===== config.mk =====
export PLATFORM = sky130hd
export DESIGN_NAME = flappy_vga_renderer
export DESIGN_NICKNAME = d
export VERILOG_FILES = /design/src/rtl/flappy_vga_renderer.sv
export SDC_FILE = /design/constraint.sdc
export NUM_CORES = 1
export LEC_CHECK = 0
export CAP_MARGIN = 25
export CORE_ASPECT_RATIO = 0.8
export CORE_MARGIN = 2
export CORE_UTILIZATION = 39
export DETAILED_ROUTE_END_ITERATION = 7
export PLACE_DENSITY = 0.57
export SYNTH_ARGS = -nofsm -noshare
export SYNTH_HDL_FRONTEND = slang
export SYNTH_SLANG_ARGS = --single-unit

===== constraint.sdc =====
create_clock -name ClkPort -period 3.8 [get_ports ClkPort]
set_clock_uncertainty 0.2 [all_clocks]
set_input_delay 0.38 -clock ClkPort [delete_from_list [all_inputs] [get_ports ClkPort]]
set_output_delay 0.38 -clock ClkPort [all_outputs]
set_load 0.02 [all_outputs]

===== src/rtl/flappy_vga_renderer.sv =====
// Flappy VGA renderer: 640x480@60 timing, bird box plus N_PIPES gapped pipes, 2-stage colour pipeline.
// Define FLAPPY_COLLIDE_EN to build the per-frame bird/pipe collision flag; otherwise collide is tied 0.
module flappy_vga_renderer #(
  parameter int CLK_DIV     = 4,
  parameter int COORD_W     = 10,
  parameter int N_PIPES     = 4,
  parameter int BIRD_HALF   = 10,
  parameter int PIPE_HALF_W = 20,
  parameter int GAP_HALF    = 50,
  parameter int H_ACTIVE    = 640,
  parameter int H_FP        = 16,
  parameter int H_SYNC      = 96,
  parameter int H_BP        = 48,
  parameter int V_ACTIVE    = 480,
  parameter int V_FP        = 10,
  parameter int V_SYNC      = 2,
  parameter int V_BP        = 33
) (
  input  logic                         ClkPort,
  input  logic                         reset,
  input  logic [COORD_W-1:0]           bird_x,
  input  logic [COORD_W-1:0]           bird_y,
  input  logic [N_PIPES*COORD_W-1:0]   pipe_x,
  input  logic [N_PIPES*COORD_W-1:0]   gap_y,
  input  logic [N_PIPES-1:0]           pipe_en,
  output logic                         vga_h_sync,
  output logic                         vga_v_sync,
  output logic                         vga_r,
  output logic                         vga_g,
  output logic                         vga_b,
  output logic                         frame_start,
  output logic                         collide
);
  localparam int H_TOTAL = H_ACTIVE + H_FP + H_SYNC + H_BP;
  localparam int V_TOTAL = V_ACTIVE + V_FP + V_SYNC + V_BP;
  localparam int DIV_W   = (CLK_DIV > 1) ? $clog2(CLK_DIV) : 1;
  localparam int CW1     = COORD_W + 1;

  logic [DIV_W-1:0]           r_div;
  logic [COORD_W-1:0]         r_hcnt, r_vcnt;
  logic [COORD_W-1:0]         r_bird_x, r_bird_y;
  logic [N_PIPES*COORD_W-1:0] r_pipe_x, r_gap_y;
  logic [N_PIPES-1:0]         r_pipe_en;
  logic r_bird1, r_pipe1, r_vis1, r_hs1, r_vs1;
  logic w_pix_en, w_latch, w_vis0, w_hs0, w_vs0, w_bird_hit, w_pipe_hit;
  logic [CW1-1:0] w_x, w_y;

  assign w_pix_en = (r_div == DIV_W'(CLK_DIV - 1));

  always_ff @(posedge ClkPort) begin
    if (reset || w_pix_en) r_div <= '0;
    else                   r_div <= r_div + 1'b1;
  end

  always_ff @(posedge ClkPort) begin
    if (reset) begin
      r_hcnt <= '0;
      r_vcnt <= '0;
    end else if (w_pix_en) begin
      if (r_hcnt == COORD_W'(H_TOTAL - 1)) begin
        r_hcnt <= '0;
        r_vcnt <= (r_vcnt == COORD_W'(V_TOTAL - 1)) ? '0 : r_vcnt + 1'b1;
      end else begin
        r_hcnt <= r_hcnt + 1'b1;
      end
    end
  end

  assign w_vis0 = (r_hcnt < COORD_W'(H_ACTIVE)) && (r_vcnt < COORD_W'(V_ACTIVE));
  assign w_hs0  = !((r_hcnt >= COORD_W'(H_ACTIVE + H_FP)) && (r_hcnt < COORD_W'(H_ACTIVE + H_FP + H_SYNC)));
  assign w_vs0  = !((r_vcnt >= COORD_W'(V_ACTIVE + V_FP)) && (r_vcnt < COORD_W'(V_ACTIVE + V_FP + V_SYNC)));
  assign w_latch = w_pix_en && (r_hcnt == '0) && (r_vcnt == COORD_W'(V_ACTIVE));
  assign frame_start = w_latch;

  // Coordinates are only sampled at the top of vblank so a frame never tears.
  always_ff @(posedge ClkPort) begin
    if (reset) begin
      r_bird_x  <= '0;
      r_bird_y  <= '0;
      r_pipe_x  <= '0;
      r_gap_y   <= '0;
      r_pipe_en <= '0;
    end else if (w_latch) begin
      r_bird_x  <= bird_x;
      r_bird_y  <= bird_y;
      r_pipe_x  <= pipe_x;
      r_gap_y   <= gap_y;
      r_pipe_en <= pipe_en;
    end
  end

  // Offsets are added to the counter side so objects near 0 never wrap.
  assign w_x = {1'b0, r_hcnt};
  assign w_y = {1'b0, r_vcnt};

  always_comb begin
    w_bird_hit = (w_x + CW1'(BIRD_HALF) >= {1'b0, r_bird_x}) && (w_x <= {1'b0, r_bird_x} + CW1'(BIRD_HALF))
              && (w_y + CW1'(BIRD_HALF) >= {1'b0, r_bird_y}) && (w_y <= {1'b0, r_bird_y} + CW1'(BIRD_HALF));
    w_pipe_hit = 1'b0;
    for (int i = 0; i < N_PIPES; i++) begin
      if (r_pipe_en[i]
          && (w_x + CW1'(PIPE_HALF_W) >= {1'b0, r_pipe_x[i*COORD_W +: COORD_W]})
          && (w_x <= {1'b0, r_pipe_x[i*COORD_W +: COORD_W]} + CW1'(PIPE_HALF_W))
          && ((w_y + CW1'(GAP_HALF) < {1'b0, r_gap_y[i*COORD_W +: COORD_W]})
              || (w_y > {1'b0, r_gap_y[i*COORD_W +: COORD_W]} + CW1'(GAP_HALF))))
        w_pipe_hit = 1'b1;
    end
  end

  always_ff @(posedge ClkPort) begin
    if (reset) begin
      r_bird1    <= 1'b0;
      r_pipe1    <= 1'b0;
      r_vis1     <= 1'b0;
      r_hs1      <= 1'b1;
      r_vs1      <= 1'b1;
      vga_r      <= 1'b0;
      vga_g      <= 1'b0;
      vga_b      <= 1'b0;
      vga_h_sync <= 1'b1;
      vga_v_sync <= 1'b1;
    end else if (w_pix_en) begin
      r_bird1    <= w_bird_hit;
      r_pipe1    <= w_pipe_hit;
      r_vis1     <= w_vis0;
      r_hs1      <= w_hs0;
      r_vs1      <= w_vs0;
      vga_r      <= r_bird1 & r_vis1;
      vga_g      <= r_pipe1 & r_vis1;
      vga_b      <= ~(r_bird1 | r_pipe1) & r_vis1;
      vga_h_sync <= r_hs1;
      vga_v_sync <= r_vs1;
    end
  end

`ifdef FLAPPY_COLLIDE_EN
  logic r_hit_flag, r_collide, w_hit;
  assign w_hit = r_bird1 & r_pipe1 & r_vis1;

  // A hit landing on the frame_start cycle belongs to the frame that is just beginning.
  always_ff @(posedge ClkPort) begin
    if (reset) begin
      r_hit_flag <= 1'b0;
      r_collide  <= 1'b0;
    end else if (w_latch) begin
      r_collide  <= r_hit_flag;
      r_hit_flag <= w_hit;
    end else if (w_hit) begin
      r_hit_flag <= 1'b1;
    end
  end
  assign collide = r_collide;
`else
  assign collide = 1'b0;
`endif
endmodule


Word-level counts from Yosys, hierarchy flattened
Cells that the tools add are included.

operators by class
  add/sub/neg operators = 17
  multiply operators = 0
  div/mod/pow operators = 0
  $lt $le $gt $ge = 26
  eq/ne operators = 4
  shift-type cells = 0
  muxes and demuxes = 6
  bitwise gates (word level) = 5
  reduce and logical (&&, ||, !) cells = 29

operators by type and width
  operator                                                                               count
  11-bit by 10-bit greater-or-equal comparator with 1-bit output                         6
  10-bit by 11-bit less-or-equal comparator with 1-bit output                            6
  10-bit by 5-bit adder with 11-bit output (second input constant)                       5
  10-bit by 6-bit adder with 11-bit output (second input constant)                       5
  10-bit by 4-bit adder with 11-bit output (second input constant)                       4
  10-bit by 11-bit greater-than comparator with 1-bit output                             4
  11-bit by 10-bit less-than comparator with 1-bit output                                4
  10-bit by 1-bit adder with 10-bit output (second input constant)                       2
  10-bit equality test (second input constant)                                           2
  1-bit logical AND                                                                      20
  10-bit less-than comparator (second input constant)                                    2
  10-bit by 9-bit less-than comparator with 1-bit output (second input constant)         2
  10-bit 2-to-1 mux                                                                      2
  10-bit by 9-bit equality test with 1-bit output (second input constant)                1
  10-bit greater-or-equal comparator (second input constant)                             1
  10-bit by 9-bit greater-or-equal comparator with 1-bit output (second input constant)  1
  10-bit logical NOT                                                                     1
  1-bit logical OR                                                                       5
  1-bit 2-to-1 mux                                                                       4
  1-bit AND                                                                              3
  2-bit by 1-bit adder with 2-bit output (second input constant)                         1
  2-bit equality test (second input constant)                                            1
  1-bit logical NOT                                                                      2
  2-bit AND reduction                                                                    1
  other kinds (2)                                                                        2

word-level totals
  flip-flop bits (word level) = 136
  bits in latches = 0
  memory bits (writable) = 0
  bits in read-only memories = 0
  input bits = 106
  logic and storage cells = 105
  memories kept = 0

Depth between registers and ports, before layout
  depth after elaboration = 9
  depth in mapped cells = 14

Worst setup path after synthesis
OpenSTA, ideal clock, no wires.

  kind = reg-to-reg
  from = register r_vcnt[1]
  to = register r_pipe1
  setup time = 0.091 ns
  data arrival time = 2.833 ns
  required time = 3.509 ns
  setup slack = 0.676 ns
  stages on the path, launching flop included = 14
  path buffers = 1
  period minus slack after synthesis = 3.124 ns
  cells stage by stage = dfxtp_1 -> ha_1 -> clkbuf_1 -> a21oi_1 -> nand2b_1 -> nand4_1 -> xnor2_1 -> ha_1 -> and3_1 -> o2111ai_1 -> a21oi_1 -> o311ai_0 -> a31oi_1 -> a311oi_1

on the way
  word-level cells in the longest chain between the ends = 8
  elaborated cells between the ends (all ways) = 21

ends and longest elaborated chain
  what                                                     RTL line  text
  start: declaration                                       40        logic [COORD_W-1:0] r_hcnt, r_vcnt;
  start signal: assignment                                 62        r_vcnt <= (r_vcnt == COORD_W'(V_TOTAL - 1)) ? '0 : r_vcnt + 1'b1;
  10-bit by 6-bit adder with 11-bit output                 104       && ((w_y + CW1'(GAP_HALF) < {1'b0, r_gap_y[i*COORD_W +: COORD_W]})
  11-bit by 10-bit less-than comparator with 1-bit output  104
  1-bit logical OR                                         105       || (w_y > {1'b0, r_gap_y[i*COORD_W +: COORD_W]} + CW1'(GAP_HALF))))
  1-bit logical AND                                        104
  1-bit 2-to-1 mux (3 in a row)                            101       if (r_pipe_en[i]
  1-bit 2-to-1 mux (*)                                     101
  end signal: assignment                                   124       r_pipe1 <= w_pipe_hit;
  end: declaration                                         44        logic r_bird1, r_pipe1, r_vis1, r_hs1, r_vs1;

Every way passes the cells marked *; elsewhere a longest branch is shown, timed or not.
A chain may end at the register's enable or synchronous reset.

Final worst setup path
  from = register r_vcnt[3]
  to = register r_pipe1

Same word-level chain as after synthesis.

==> key figures <==
Timing
  • Min Tclk post-route: 3540 ps
  • Rel. slew slack: 38.5%
  • # setup viols final: 0
  • Setup tns final: 0 ps
  • Unrepaired setup endpoints after global routing: false
  • Fmax: 283 MHz
  • Worst-margin pin slew: 922 ps
  • Hold Fails Final Rpt: 0
  • Part of the cycle the worst path needs: 93.0%
  • Max Slew Vio Count: 0
  • Final hold slack: 240 ps

Clock network
  • Resized cells post-CTS: 0
  • Postcts setup bufs: 0
  • Total CTS buffers: 17
  • H-Tree Depth: 4
  • CTS Buffer Depth: 2
  • CTS Hold Bufs: 0
  • Clk root buf: clkbuf_16
  • Clock latency on the worst-skew pair: 440 ps
  • TritonCTS clock tree: built
  • CTS sink cnt: 136
  • CTS clk-pin slew, worst paths: 70 ps

Critical path
  • Worst path required time: 3940 ps
  • R2R Path Start: r_vcnt[3]
  • CP Class: reg -> reg
  • Crit path DAT: 3680 ps
  • Flop2flop setup slack: 260 ps
  • Startpoint types: flip-flop
  • CP Capture Type: flip-flop
  • R2r endpoint: r_pipe1
  • Path depth of the worst reg2reg path: 11
  • Critical Path Fanout Max: 13

Job
  • # Max-Cap Violations: 0

Pwr
  • Leak Pwr: 5.14 nW
  • Peak VDD IR: 0.000277 V
  • Power per cell area: 261 nW/µm²

Place
  • DPL Wire Length: 24100 µm
  • Placer Congestion: 0.909
  • Port bufs: 111

Floorplan
  • Core box area: 29100 µm²
  • Chip Height: 157 µm
  • Initial Utilization: 39.3%
  • Die X: 195 µm
  • Die area: 30700 µm²
  • Boundary Pins: 113
  • Rows: 56

Route
  • Final wirelength: 32400 µm
  • # DRC: 0
  • Via density: 5.28
  • Post-route ant nets: 0
  • Drt wl/cell: 16.8 µm
  • Initial DRC Count: 627
  • DR pass1 iterations: 5
  • Vias post-DR: 10.2k

Global routing
  • Vias in the first global route: 9819
  • Global-route wire length before repair: 52200 µm
  • Largest net degree at the start of global routing: 105
  • Initial antenna violation count: 0
  • Global-route usage over all layers: 21.6%
  • Gr ovfl total: 0

Synth
  • Mapped cell area: 11400 µm²
  • Sequential fraction of the synthesis area: 23.8%
  • Library cells used by synthesis: 61
  • Synth Net Count: 1746
  • Syn Inst Count: 1433
  • Asr flop ratio synth: 0%
  • #FFs+latches synth: 136
  • Ys flop type: dfxtp_1
  • Post-synth EDFFs: 0
  • Syn avg cell area: 7.97 µm²
  • Yosys warnings: 0

Cells and area
  • Layout cells sized above 1: 11.3%
  • # fillers: 2897
  • Nets: 1853
  • Ant diodes: 0
  • Area growth syn-to-layout: 19.1%

Min path
  • Min-Delay Endpoint: r_div[0]
  • Hold Path Class: reg -> reg
  • HP Start: r_div[0]
  • Worst Hold Depth: 1

Outcome
  • Status: complete, no violations
layout by cell type, fill, tap and decap left out, drive strengths merged, types with 5 or more instances in the layout:
cell and count:
a211oi 18, a21o 13, a21oi 168, a31oi 6
and3 10, buf 35, bufinv 5, clkbuf 18
clkdlybuf4s50 110, dfxtp 136, ha 207, inv 121
nand2 261, nand2b 15, nand3 33, nand4 30
nor2 73, nor2b 13, nor3 26, o2111ai 13
o211ai 6, o21a 10, o21ai 48, o31ai 6
or3 5, xnor2 84, xor2 22
cell usage after synthesis, types with 3 or more instances:
cell type  instances  area (µm²)
nand3_1           33         165
nand2_1          211         792
nor4_1             4        25.0
inv_1            117         439
clkbuf_1          30         113
buf_2             14        70.1
a21oi_2           50         438
nand2_2           50         313
a31oi_1            6        37.5
nand4_1           30         188
a211o_1            4        35.0
a211oi_1          18         135
o2111ai_1         13         114
xor2_1            22         193
or2_2              3        18.8
nor2b_1           13        81.3
o31ai_1            6        45.0
buf_12             6         120
and4_1             3        26.3
a2111oi_0          3        26.3
buf_1              4        15.0
o211ai_1           6        45.0
and3_1            10        62.6
o21a_1            10        75.1
o21ai_0           48         240
ha_1             207        2590
o221ai_1           3        26.3
nand2b_1          15        93.8
and2_1             3        18.8
nor3_1            26         130
or3_1              5        31.3
a41oi_1            3        26.3
a21o_1            13        97.6
dfxtp_1          136        2720
nor2_1            73         274
a21oi_1          118         591
xnor2_1           84         736
area by class of cell:
type                    count  area (µm²)  area share, %
multi-input cells        1122        7920           58.2
inverters                 118         445           3.27
flip-flops and latches    136        2720           20.0
clock inverters            14         219           1.61
well taps                 377         472           3.47
repair buffers            145        1390           10.2
clock buffers              18         439           3.23
cell families (layout without fill, tap and decap cells):
logic type | Yosys count | count (layout) | synth area share [%]
DFF | 136 | 136 | 23.8
buffers and inverters | 175 | 295 | 6.91
adders and majority gates | 207 | 207 | 22.7
muxes | 1 | 1 | 0.0876
other | 1 | 1 | 0.0328
and+or+nand+nor | 488 | 488 | 20.1
AOI/OAI and AO/OA | 319 | 319 | 18.2
xor gates and xnor gates | 106 | 106 | 8.13
registers in the layout (all words and copies together) (netlist names), 2 cells and up:
register / count
r_bird_y: 10
r_gap_y: 40
r_pipe_x: 40
r_hcnt: 10
r_div: 2
r_vcnt: 10
r_bird_x: 10
r_pipe_en: 4
metrics by stage:
step           setup WS (ps)  util (%)  area, µm²  cells  power [mW]
2_1_floorplan            676         -      11400   1433        1.53
3_3_place_gp             600      44.5      12900   1898        1.67
3_5_place_dp             332      44.5      12900   1898        1.67
4_1_cts                  279      46.8      13600   1930        3.58
5_1_grt                 36.2      46.8      13600   1930        3.66
6_report                 264      46.8      13600   1930        3.55
critical path, cell delays in order, from the launching register on:
cell	delay (ps)
dfxtp_1	750
a21oi_1	210
nand2b_1	150
nand2_1	80
xnor2_1	440
ha_1	360
a21oi_1	170
a21oi_1	90
a2111oi_0	360
a22o_1	250
nand4_1	110
a311oi_1	270
worst max-delay path by stage:
stage | start | endpoint | cells after the start
2_1_floorplan | r_vcnt[1] | r_pipe1 | 13
3_3_place_gp | r_vcnt[3] | r_bird1 | 10
3_5_place_dp | r_vcnt[3] | r_pipe1 | 11
4_1_cts | r_vcnt[7] | frame_start | 6
5_1_grt | r_vcnt[3] | r_pipe1 | 11
6_report | r_vcnt[3] | r_pipe1 | 11
layer usage:
layer | track usage, % | routed length (µm) | vias to the layer above
li1 | - | - | 5182
met1 | 32.1 | 17300 | 4728
met2 | 32.5 | 13200 | 256
met3 | 3.36 | 1590 | 25
met4 | 5.05 | 392 | 0
met5 | 0 | 0 | -
power breakdown:
part / leakage (nW) / switching [mW] / total, mW / internal, mW
logic: 3.73 / 0.0784 / 0.195 / 0.117
registers: 1.10 / 0.00658 / 1.44 / 1.43
clock network: 0.317 / 0.724 / 1.91 / 1.19
total: 5.14 / 0.809 / 3.55 / 2.74
Power figures use the tool's default switching activity.
